===== src/rtl/cnn_layer_seq.sv =====
// ---------------------------------------------------------------------------
// cnn_layer_seq
//   Hardware layer sequencer for the CNN accelerator. It walks a small
//   per-layer table. For each layer it presents the base addresses and the
//   layer-config word, pulses a start, and waits for the accelerator's
//   layer-done level. It then advances the weight/param base addresses by an
//   amount that depends on the layer type. A per-layer timeout aborts the
//   sequence with a sticky error flag.
//
// Ports
//   HCLK, HRESET    clock, synchronous active-high reset
//   i_tbl_we/idx/data  table write port {act[2:0], bias[4:0], is_conv3x3};
//                   ignored while busy or when idx >= N_LAYER
//   i_seq_start     start pulse (ignored while busy)
//   i_abort         abandon the running sequence
//   i_layer_done    accelerator layer-done level
//   o_base_addr     {param_base[11:0], weight_base[19:0]}
//   o_layer_config  {16'b0, act, bias, idx, last, conv3x3, last, first}
//   o_layer_start   one-cycle start pulse to the accelerator
//   o_layer_index   current layer
//   o_busy          sequence in progress
//   o_seq_done      one-cycle pulse when the last layer has completed
//   o_error         sticky timeout flag, cleared by the next accepted start
// ---------------------------------------------------------------------------
module cnn_layer_seq #(
    parameter int N_LAYER   = 3,
    parameter int Ti        = 16,
    parameter int To        = 16,
    parameter int N         = 16,
    parameter int W_TIMEOUT = 24
) (
    input  logic        HCLK,
    input  logic        HRESET,
    input  logic        i_tbl_we,
    input  logic [3:0]  i_tbl_idx,
    input  logic [8:0]  i_tbl_data,
    input  logic        i_seq_start,
    input  logic        i_abort,
    input  logic        i_layer_done,
    output logic [31:0] o_base_addr,
    output logic [31:0] o_layer_config,
    output logic        o_layer_start,
    output logic [3:0]  o_layer_index,
    output logic        o_busy,
    output logic        o_seq_done,
    output logic        o_error
);

    localparam logic [19:0] W_INC_CONV = 20'(Ti * To * 9 / N);
    localparam logic [19:0] W_INC_1X1  = 20'(To);
    localparam logic [11:0] P_INC      = 12'(To);
    localparam logic [4:0]  NL         = 5'(N_LAYER);
    localparam logic [3:0]  LAST_IDX   = 4'(N_LAYER - 1);
    localparam logic [W_TIMEOUT-1:0] TCNT_ONE = 1;

    typedef enum logic [2:0] {
        S_IDLE,
        S_SETUP,
        S_START,
        S_WAIT_CLR,
        S_WAIT_DONE,
        S_NEXT,
        S_DONE
    } state_t;

    state_t state, state_n;

    // Layer table is sized for the full 4-bit index so it can be addressed
    // directly; only entries below N_LAYER are ever written or read.
    logic [8:0]           tbl [16];
    logic [3:0]           idx, nxt_idx;
    logic [19:0]          weight, nxt_weight;
    logic [11:0]          param, nxt_param;
    logic [W_TIMEOUT-1:0] tcnt;
    logic                 err;

    logic clr_seq, adv, set_err, run_tcnt, clr_tcnt, tmo, is_last;
    logic load_cfg, nxt_last;
    logic [8:0] ent;

    assign tmo           = (tcnt == '1);
    assign is_last       = (idx == LAST_IDX);
    assign o_layer_index = idx;
    assign o_error       = err;

    // ---------------- FSM ----------------
    always_ff @(posedge HCLK) begin
        if (HRESET) state <= S_IDLE;
        else        state <= state_n;
    end

    always_comb begin
        state_n       = state;
        clr_seq       = 1'b0;
        adv           = 1'b0;
        set_err       = 1'b0;
        run_tcnt      = 1'b0;
        clr_tcnt      = 1'b0;
        o_layer_start = 1'b0;
        o_busy        = 1'b0;
        o_seq_done    = 1'b0;
        case (state)
            S_IDLE: begin
                if (i_seq_start) begin
                    state_n = S_SETUP;
                    clr_seq = 1'b1;
                end
            end
            S_SETUP: begin
                o_busy  = 1'b1;
                state_n = S_START;
            end
            S_START: begin
                o_busy        = 1'b1;
                o_layer_start = 1'b1;
                clr_tcnt      = 1'b1;
                state_n       = S_WAIT_CLR;
            end
            // done may still be high from the previous layer; wait for it
            // to drop before looking for this layer's rising level.
            S_WAIT_CLR: begin
                o_busy   = 1'b1;
                run_tcnt = 1'b1;
                if (tmo) begin
                    set_err = 1'b1;
                    state_n = S_IDLE;
                end else if (!i_layer_done) begin
                    state_n = S_WAIT_DONE;
                end
            end
            S_WAIT_DONE: begin
                o_busy   = 1'b1;
                run_tcnt = 1'b1;
                if (tmo) begin
                    set_err = 1'b1;
                    state_n = S_IDLE;
                end else if (i_layer_done) begin
                    state_n = S_NEXT;
                end
            end
            S_NEXT: begin
                o_busy  = 1'b1;
                adv     = 1'b1;
                state_n = is_last ? S_DONE : S_SETUP;
            end
            S_DONE: begin
                o_seq_done = 1'b1;
                state_n    = S_IDLE;
            end
            default: state_n = S_IDLE;
        endcase

        // Abort beats timeout and done; it suppresses every pulse of this cycle.
        if (i_abort && state != S_IDLE) begin
            state_n       = S_IDLE;
            set_err       = 1'b0;
            adv           = 1'b0;
            o_layer_start = 1'b0;
            o_seq_done    = 1'b0;
        end
    end

    // ---------------- datapath next values ----------------
    always_comb begin
        nxt_idx    = idx;
        nxt_weight = weight;
        nxt_param  = param;
        if (clr_seq) begin
            nxt_idx    = '0;
            nxt_weight = '0;
            nxt_param  = '0;
        end else if (adv) begin
            // config bit 2 is the type of the layer that just finished
            nxt_weight = weight + (o_layer_config[2] ? W_INC_CONV : W_INC_1X1);
            nxt_param  = param + P_INC;
            if (!is_last) nxt_idx = idx + 4'd1;
        end
        // Config is captured on entry to SETUP so it is already stable
        // for the whole SETUP cycle ahead of the start pulse.
        load_cfg = (state_n == S_SETUP);
        ent      = tbl[nxt_idx];
        nxt_last = (nxt_idx == LAST_IDX);
    end

    always_ff @(posedge HCLK) begin
        if (HRESET) begin
            idx            <= '0;
            weight         <= '0;
            param          <= '0;
            tcnt           <= '0;
            err            <= 1'b0;
            o_base_addr    <= '0;
            o_layer_config <= '0;
        end else begin
            idx    <= nxt_idx;
            weight <= nxt_weight;
            param  <= nxt_param;

            if (clr_tcnt)              tcnt <= '0;
            else if (run_tcnt && !tmo) tcnt <= tcnt + TCNT_ONE;

            if (clr_seq)      err <= 1'b0;
            else if (set_err) err <= 1'b1;

            if (load_cfg) begin
                o_base_addr    <= {nxt_param, nxt_weight};
                o_layer_config <= {16'h0, ent[8:6], ent[5:1], nxt_idx,
                                   nxt_last, ent[0], nxt_last, (nxt_idx == 4'd0)};
            end
        end
    end

    // Table contents survive reset; writes are locked out during a sequence.
    always_ff @(posedge HCLK) begin
        if (i_tbl_we && !o_busy && ({1'b0, i_tbl_idx} < NL))
            tbl[i_tbl_idx] <= i_tbl_data;
    end

endmodule


===== config.mk =====
export PLATFORM = sky130hd
export DESIGN_NAME = cnn_layer_seq
export DESIGN_NICKNAME = d
export VERILOG_FILES = /design/src/rtl/cnn_layer_seq.sv
export SDC_FILE = /design/constraint.sdc
export NUM_CORES = 1
export LEC_CHECK = 0
export CORE_MARGIN = 2
export CORE_UTILIZATION = 25
export DETAILED_ROUTE_END_ITERATION = 8
export GPL_TIMING_DRIVEN = 0
export MAX_ROUTING_LAYER = met4
export RECOVER_POWER = 50
export REMOVE_ABC_BUFFERS = 1
export SLEW_MARGIN = 20
export SYNTH_ARGS = -nofsm -noshare
export SYNTH_HDL_FRONTEND = slang
export SYNTH_SLANG_ARGS = --single-unit
export TNS_END_PERCENT = 20

===== constraint.sdc =====
create_clock -name HCLK -period 2.9 [get_ports HCLK]
set_input_delay 0.435 -clock HCLK [delete_from_list [all_inputs] [get_ports HCLK]]
set_output_delay 0.435 -clock HCLK [all_outputs]
set_load 0.02 [all_outputs]

==> results.md, run 1 <==
- Status: complete, no violations
- Gpl congestion: 0.754
- Final HPWL DP: 14.6 mm
- Setup violators final: 0
- Die Area: 42400 µm²
- Tot Pwr: 8.33 mW
- Worst-Skew Late Latency: 0.55 ns
- Top FF cell, synth: edfxtp_1
- Endpoints failing hold: 0
- Inst Count DP: 1499
- First-pass GRT wire length: 36.3 mm
- RSZ-0062 raised after global routing: yes
- Area of the core: 40000 µm²
- Maximum vdd drop: 0.497 mV
- Pre-CTS worst setup slack: -1.78 ns
- Layout cells sized above 1: 0.115
- Period minus WS final: 2.77 ns
- MaxCap Viol Count: 0
- WHS Endpoint: o_layer_config[0]
- Drc violations: 0
- Final Cycle Share: 0.955
- Worst-path clk slew: 0.07 ns
- Pin count of the biggest net entering global routing: 33
- Filler cell count: 4060
- Crit-path max FO: 14
- Reported net switching power: 1.95 mW
- Rel. slew slack: 0.241
- Synth Register Bits: 255
- Number of synthesized flops with an enable pin: 144
- Yosys warning count: 0
- Avg Cell Area, Syn: 12.5 µm²
- P_int: 6.38 mW
- Post-route setup slack: 0.129 ns
- Critical path startpoint category: register
- Buffer depth of the longest clock path: 3
- Final Util: 0.330
- P_leak: 4.89 nW
- HP Class: in2reg
- Average wire per cell in the routed design: 15.0 µm
- Boundary pin count: 91
- Crit Reg-Reg Startpoint: state[0]
- Most common cell in the netlist: edfxtp_1
- Clock group share of total power: 0.416
- Die Y: 206 µm
- Largest cells by area after synthesis: edfxtp_1 42%, dfxtp_1 22%, mux2i_1 4.6%
- Synth Cell Area: 10200 µm²
- Top cells by count, synth: 144 x edfxtp_1, 111 x dfxtp_1, 75 x nor2_1
- Required time worst endpoint: 3.15 ns
- P per Cell Area: 631 nW/µm²
- Post-synth top area share: 0.424
- Post-route ant nets: 0
- CTS tree: yes
- F_max: 361 MHz
- Vias per inst: 4.40
- Max Transition Viols Final: 0
- Critical path type: reg2reg
- Netlist cell types: 62
- Drt pass-1 iters: 7
- Tot GR Track Use: 0.113
- Post-route cell area: 13200 µm²
- 1st-iter DRT viols: 514
- P&R area growth vs syn: 29.3%
- Sequential share of the synthesized area: 0.642
- Worst Max-Slew Pin Slew: 1.13 ns
- Sw frac: 0.234
- Cell count after synthesis: 817
- # H-tree levels: 1
- Skew final: 0.0163 ns
- CTS Root Cell: clkbuf_16
- Share of power burned in registers: 0.498
- # nets final: 1049
- Worst Setup End Kind: register
- Synth async-reset ratio: 0
- DIE WIDTH: 206 µm
- Reg2reg setup slack: 0.13 ns
- DP Area: 12000 µm²
- Rows: 73
- Worst reg-to-reg path cell count: 5
- Initial antenna violation count: 1
- FF-to-FF End: tbl[0][3]
- Post-Layout Cell Count: 1571
- Top cell type by total area after synthesis: edfxtp_1
- Input/output buffers: 74
- Total number of vias: 6918
- Vias in the first global route: 6563
- Min-Delay Startpoint: HRESET
- Post-Route WL: 23.6 mm
- Hold Path Stages: 2
- CP Data Arrival Time: 3.03 ns
- CTS Buf Count: 27
- Initial Util: 0.255
- CTS sink cnt: 255
- Power share of the combinational group: 0.086
- Total gr overflow: 0
==> logic make-up after synthesis <==
| group | synth area share |
|---|---|
| flip-flops | 0.642 |
| AND/OR/NAND/NOR | 0.118 |
| AO/OA/AOI/OAI | 0.115 |
| buffers and inverters | 0.0366 |
| multiplexers | 0.0473 |
| XOR/XNOR | 0.0335 |
| adder cells (fa/ha/maj) | 0.00736 |
| other | 0.000368 |
==> state kept, by name, summed over array words and instances (netlist names) <==
signal,count
o_base_addr,32
o_error,1
o_layer_config,15
o_layer_index,4
param,12
state,3
tbl,144
tcnt,24
weight,20
==> how the worst max path moves through the flow <==
stage                      from                  to  slack [ns]  cells after the start
2_1_floorplan  o_layer_index[0]  o_layer_config[15]       -1.83                      9
3_3_place_gp            i_abort  o_layer_config[15]       -4.98                      8
3_5_place_dp            i_abort  o_layer_config[15]       -1.78                      8
4_1_cts                 i_abort   o_layer_config[2]       -0.02                      8
5_1_grt        o_layer_index[0]  o_layer_config[10]      -0.007                     11
6_report               state[0]           tbl[0][3]        0.13                      5
==> power groups by stage <==
stage	registers [mW]	logic, mW	clock network [mW]
4_1_cts	4.15	0.718	3.57
5_1_grt	4.17	0.782	3.72
3_3_place_gp	4.21	0.655	0
3_5_place_dp	4.22	0.695	0
2_1_floorplan	4.29	0.260	0
6_report	4.15	0.715	3.46
==> layer usage <==
layer / vias to the layer above / GRT usage / part of all wire
met5: - / - / 0
met3: 40 / 0.0219 / 0.061
met2: 173 / 0.176 / 0.46
li1: 3343 / - / -
met4: 0 / 0.0265 / 0.022
met1: 3362 / 0.152 / 0.46
==> cell usage in the layout, fill, tap and decap left out, types with 9 or more instances in the layout <==
master           Yosys  layout
edfxtp_1           144     144
conb_1               1     133
dfxtp_1            111     107
nor2_1              75      73
clkdlybuf4s50_1      0      63
mux2i_1             47      47
a21oi_1             42      42
nand3_1             40      38
nand2_1             36      34
o22a_1              32      32
a211oi_1            29      28
clkbuf_16            0      27
xor2_1              25      25
buf_4               20      21
and3_1              19      18
xnor2_1             14      14
nor3_1              14      13
a22oi_1             12      11
and2_1              12      11
o32ai_1             10      10
dlygate4sd3_1        0       9
==> critical path, cell delays in order (launching register included) <==
cell	delay, ns
dfxtp_2	0.42
or2_2	0.34
o21a_1	0.28
or4b_2	0.76
nor3_2	0.44
buf_6	0.22
==> what timing repair did <==
action	in CTS	in global routing
hold buffers	0	0
resized for setup	24	13
endpoints found under the setup margin	50	40
buffers inserted	5	12
pin swaps	6	6
gates cloned	3	1
==> stage by stage <==
step | hold slack, ns | TNS [ns]
floorplan | 0.429 | -35.85
global placement | 0.442 | -166.77
detailed placement | 0.445 | -39.21
CTS | 0.392 | -0.0738
global route | 0.426 | -0.00734
finish | 0.421 | 0
==> area by class of cell <==
class,count,area [µm²],share of cell area
Multi-Input combinational cell,630,4000,0.303
Tap cell,525,657,0.0498
Inverter,5,18.8,0.00142
Timing Repair Buffer,105,1050,0.0799
Clock buffer,40,805,0.0610
Clock inverter,10,98.8,0.00750
Antenna cell,1,2.50,0.000190
Sequential cell,255,6550,0.497
(Power assumes the default switching activity.)
==> run 2: changes to the inputs <==
--- a/config.mk
+++ b/config.mk
@@ -7,6 +7,7 @@
 export LEC_CHECK = 0
 export CORE_MARGIN = 2
 export CORE_UTILIZATION = 25
+export CTS_BUF_LIST = sky130_fd_sc_hd__clkbuf_2 sky130_fd_sc_hd__clkbuf_4 sky130_fd_sc_hd__clkbuf_8
 export DETAILED_ROUTE_END_ITERATION = 8
 export GPL_TIMING_DRIVEN = 0
 export MAX_ROUTING_LAYER = met4
==> results.md, run 2 (synthesis gave the netlist of run 1 again) <==
- Status: complete, no violations
- Worst Max-Slew Pin Slew: 1.09 ns
- Input/output buffers: 74
- Crit. path cell count: 5
- Drt pass-1 iters: 5
- DP Area: 12000 µm²
- Worst-Skew Late Latency: 0.56 ns
- # H-tree levels: 2
- CP Buf/Inv Count: 1
- HP Class: in2reg
- F_max: 361 MHz
- MaxCap Viol Count: 0
- Skew final: 0.0269 ns
- CTS Buf Count: 43
- FF-to-FF End: tbl[0][1]
- Crit path from: state[0]
- Total gr overflow: 0
- Initial Util: 0.255
- CTS Hold Bufs: 0
- Top delay family on crit path: simple AND/OR/NAND/NOR gates
- Boundary pin count: 91
- Hold Path Stages: 2
- Post-route cell area: 13200 µm²
- Area of the core: 40000 µm²
- Maximum vdd drop: 0.322 mV
- Setup violators final: 0
- TNS Setup: 0 ns
- Max Transition Viols Final: 0
- Pin count of the biggest net entering global routing: 33
- Initial antenna violation count: 1
- Most common cell after layout, fill and taps aside: edfxtp_1
- Layout cells sized above 1: 0.140
- Total number of vias: 6977
- Commonest non-fill, non-tap cells in the layout: 144 x edfxtp_1, 133 x conb_1, 107 x dfxtp_1
- Crit-path max cell delay: 0.77 ns
- First-pass GRT wire length: 37.0 mm
- Final Cycle Share: 0.956
- CTS sink cnt: 255
- Crit-path max FO: 14
- Buffer depth of the longest clock path: 3
- Die Y: 206 µm
- Critical path startpoint category: register
- Vias per inst: 4.37
- DIE WIDTH: 206 µm
- 1st-iter DRT viols: 378
- Rel. slew slack: 0.269
- Post-Route WL: 23.9 mm
- Tot GR Track Use: 0.116
- Drc violations: 0
- Cells along the critical path: or2_2, o21a_1, or4b_2, nor3_2, buf_6
- Biggest register: tbl
- Crit Reg-Reg Startpoint: state[0]
- Worst-path clk slew: 0.06 ns
- P&R area growth vs syn: 29.4%
- Crit-path slowest cell: or4b_2
- Die Area: 42400 µm²
- Largest regs: tbl x144, o_base_addr x32, tcnt x24
- P per Cell Area: 622 nW/µm²
- Rows: 73
- Endpoints failing hold: 0
- Required time worst endpoint: 3.17 ns
- CP endpoint: tbl[0][1]
- # nets final: 1063
- Worst reg-to-reg path cell count: 5
- Vias in the first global route: 6780
- Reg2reg setup slack: 0.13 ns
- Critical path type: reg2reg
- Final HPWL DP: 14.6 mm
- Average wire per cell in the routed design: 15.0 µm
- CP Data Arrival Time: 3.04 ns
- CTS tree: yes
- Period minus WS final: 2.77 ns
- Post-route ant nets: 0
- CTS Root Cell: clkbuf_8
- P_leak: 4.94 nW
- Worst Setup End Kind: register
- Register Area: 6550 µm²
- Max reg flops: 144
- Filler cell count: 4074
- Worst hold slack: 0.402 ns
- Multi-input logic area: 4000 µm²
- Gpl congestion: 0.754
[run 2: through the flow]
| step | total power [mW] | worst slack (ns) | util | std cells |
|---|---|---|---|---|
| global placement | 4.87 | -4.98 | 0.293 | 1485 |
| CTS | 8.32 | -0.0236 | 0.326 | 1585 |
| detailed placement | 4.92 | -1.78 | 0.299 | 1499 |
| floorplan | 4.55 | -1.83 | - | 886 |
| global route | 8.57 | -0.00325 | 0.330 | 1596 |
| finish | 8.20 | 0.127 | 0.330 | 1596 |
[run 2: per-layer routing]
layer	global-route usage	vias to the layer above	wire, µm
met4	0.0342	0	476
met1	0.150	3367	10900
met2	0.179	182	11000
li1	-	3381	-
met5	-	-	0
met3	0.0298	47	1510
[run 2: repair_timing]
action | CTS | global route
pin swaps | 6 | 7
buffers inserted | 6 | 9
cloned | 3 | 1
resized for setup | 25 | 11
setup endpoints to repair | 50 | 61
[run 2: worst min path at each step]
stage / from / to / slack, ns
finish: HRESET / o_layer_index[3] / 0.40
global route: HRESET / o_layer_config[3] / 0.41
CTS: HRESET / o_layer_index[3] / 0.37
detailed placement: param[3] / param[3] / 0.45
global placement: param[3] / param[3] / 0.44
floorplan: param[0] / param[0] / 0.43
[run 2: power breakdown]
| part | switching [mW] | internal [mW] | leakage, nW |
|---|---|---|---|
| clock | 1.44 | 1.89 | 0.486 |
| sequential | 0.0917 | 4.06 | 2.29 |
| combinational | 0.418 | 0.310 | 2.16 |
[run 2: cell type report]
class | count | area share
diodes | 1 | 0.000190
clock buffers | 71 | 0.0660
clock inverters | 6 | 0.00247
inverters | 5 | 0.00142
multi-input cells | 630 | 0.304
flip-flops and latches | 255 | 0.497
well taps | 525 | 0.0498
repair buffers | 103 | 0.0795
[run 2: worst reg2reg max path, stage by stage (launching register included)]
cell     delay, ns
dfxtp_2       0.42
or2_2         0.36
o21a_1        0.27
or4b_2        0.77
nor3_2        0.43
buf_6         0.22
==> run 3: changes to the inputs <==
--- a/config.mk
+++ b/config.mk
@@ -9,6 +9,7 @@
 export CORE_UTILIZATION = 25
 export CTS_BUF_LIST = sky130_fd_sc_hd__clkbuf_2 sky130_fd_sc_hd__clkbuf_4 sky130_fd_sc_hd__clkbuf_8
 export DETAILED_ROUTE_END_ITERATION = 8
+export GPL_ROUTABILITY_DRIVEN = 0
 export GPL_TIMING_DRIVEN = 0
 export MAX_ROUTING_LAYER = met4
 export RECOVER_POWER = 50
==> results of run 3 <==
No change in the layout: final DEF, timing and power equal those of run 2.
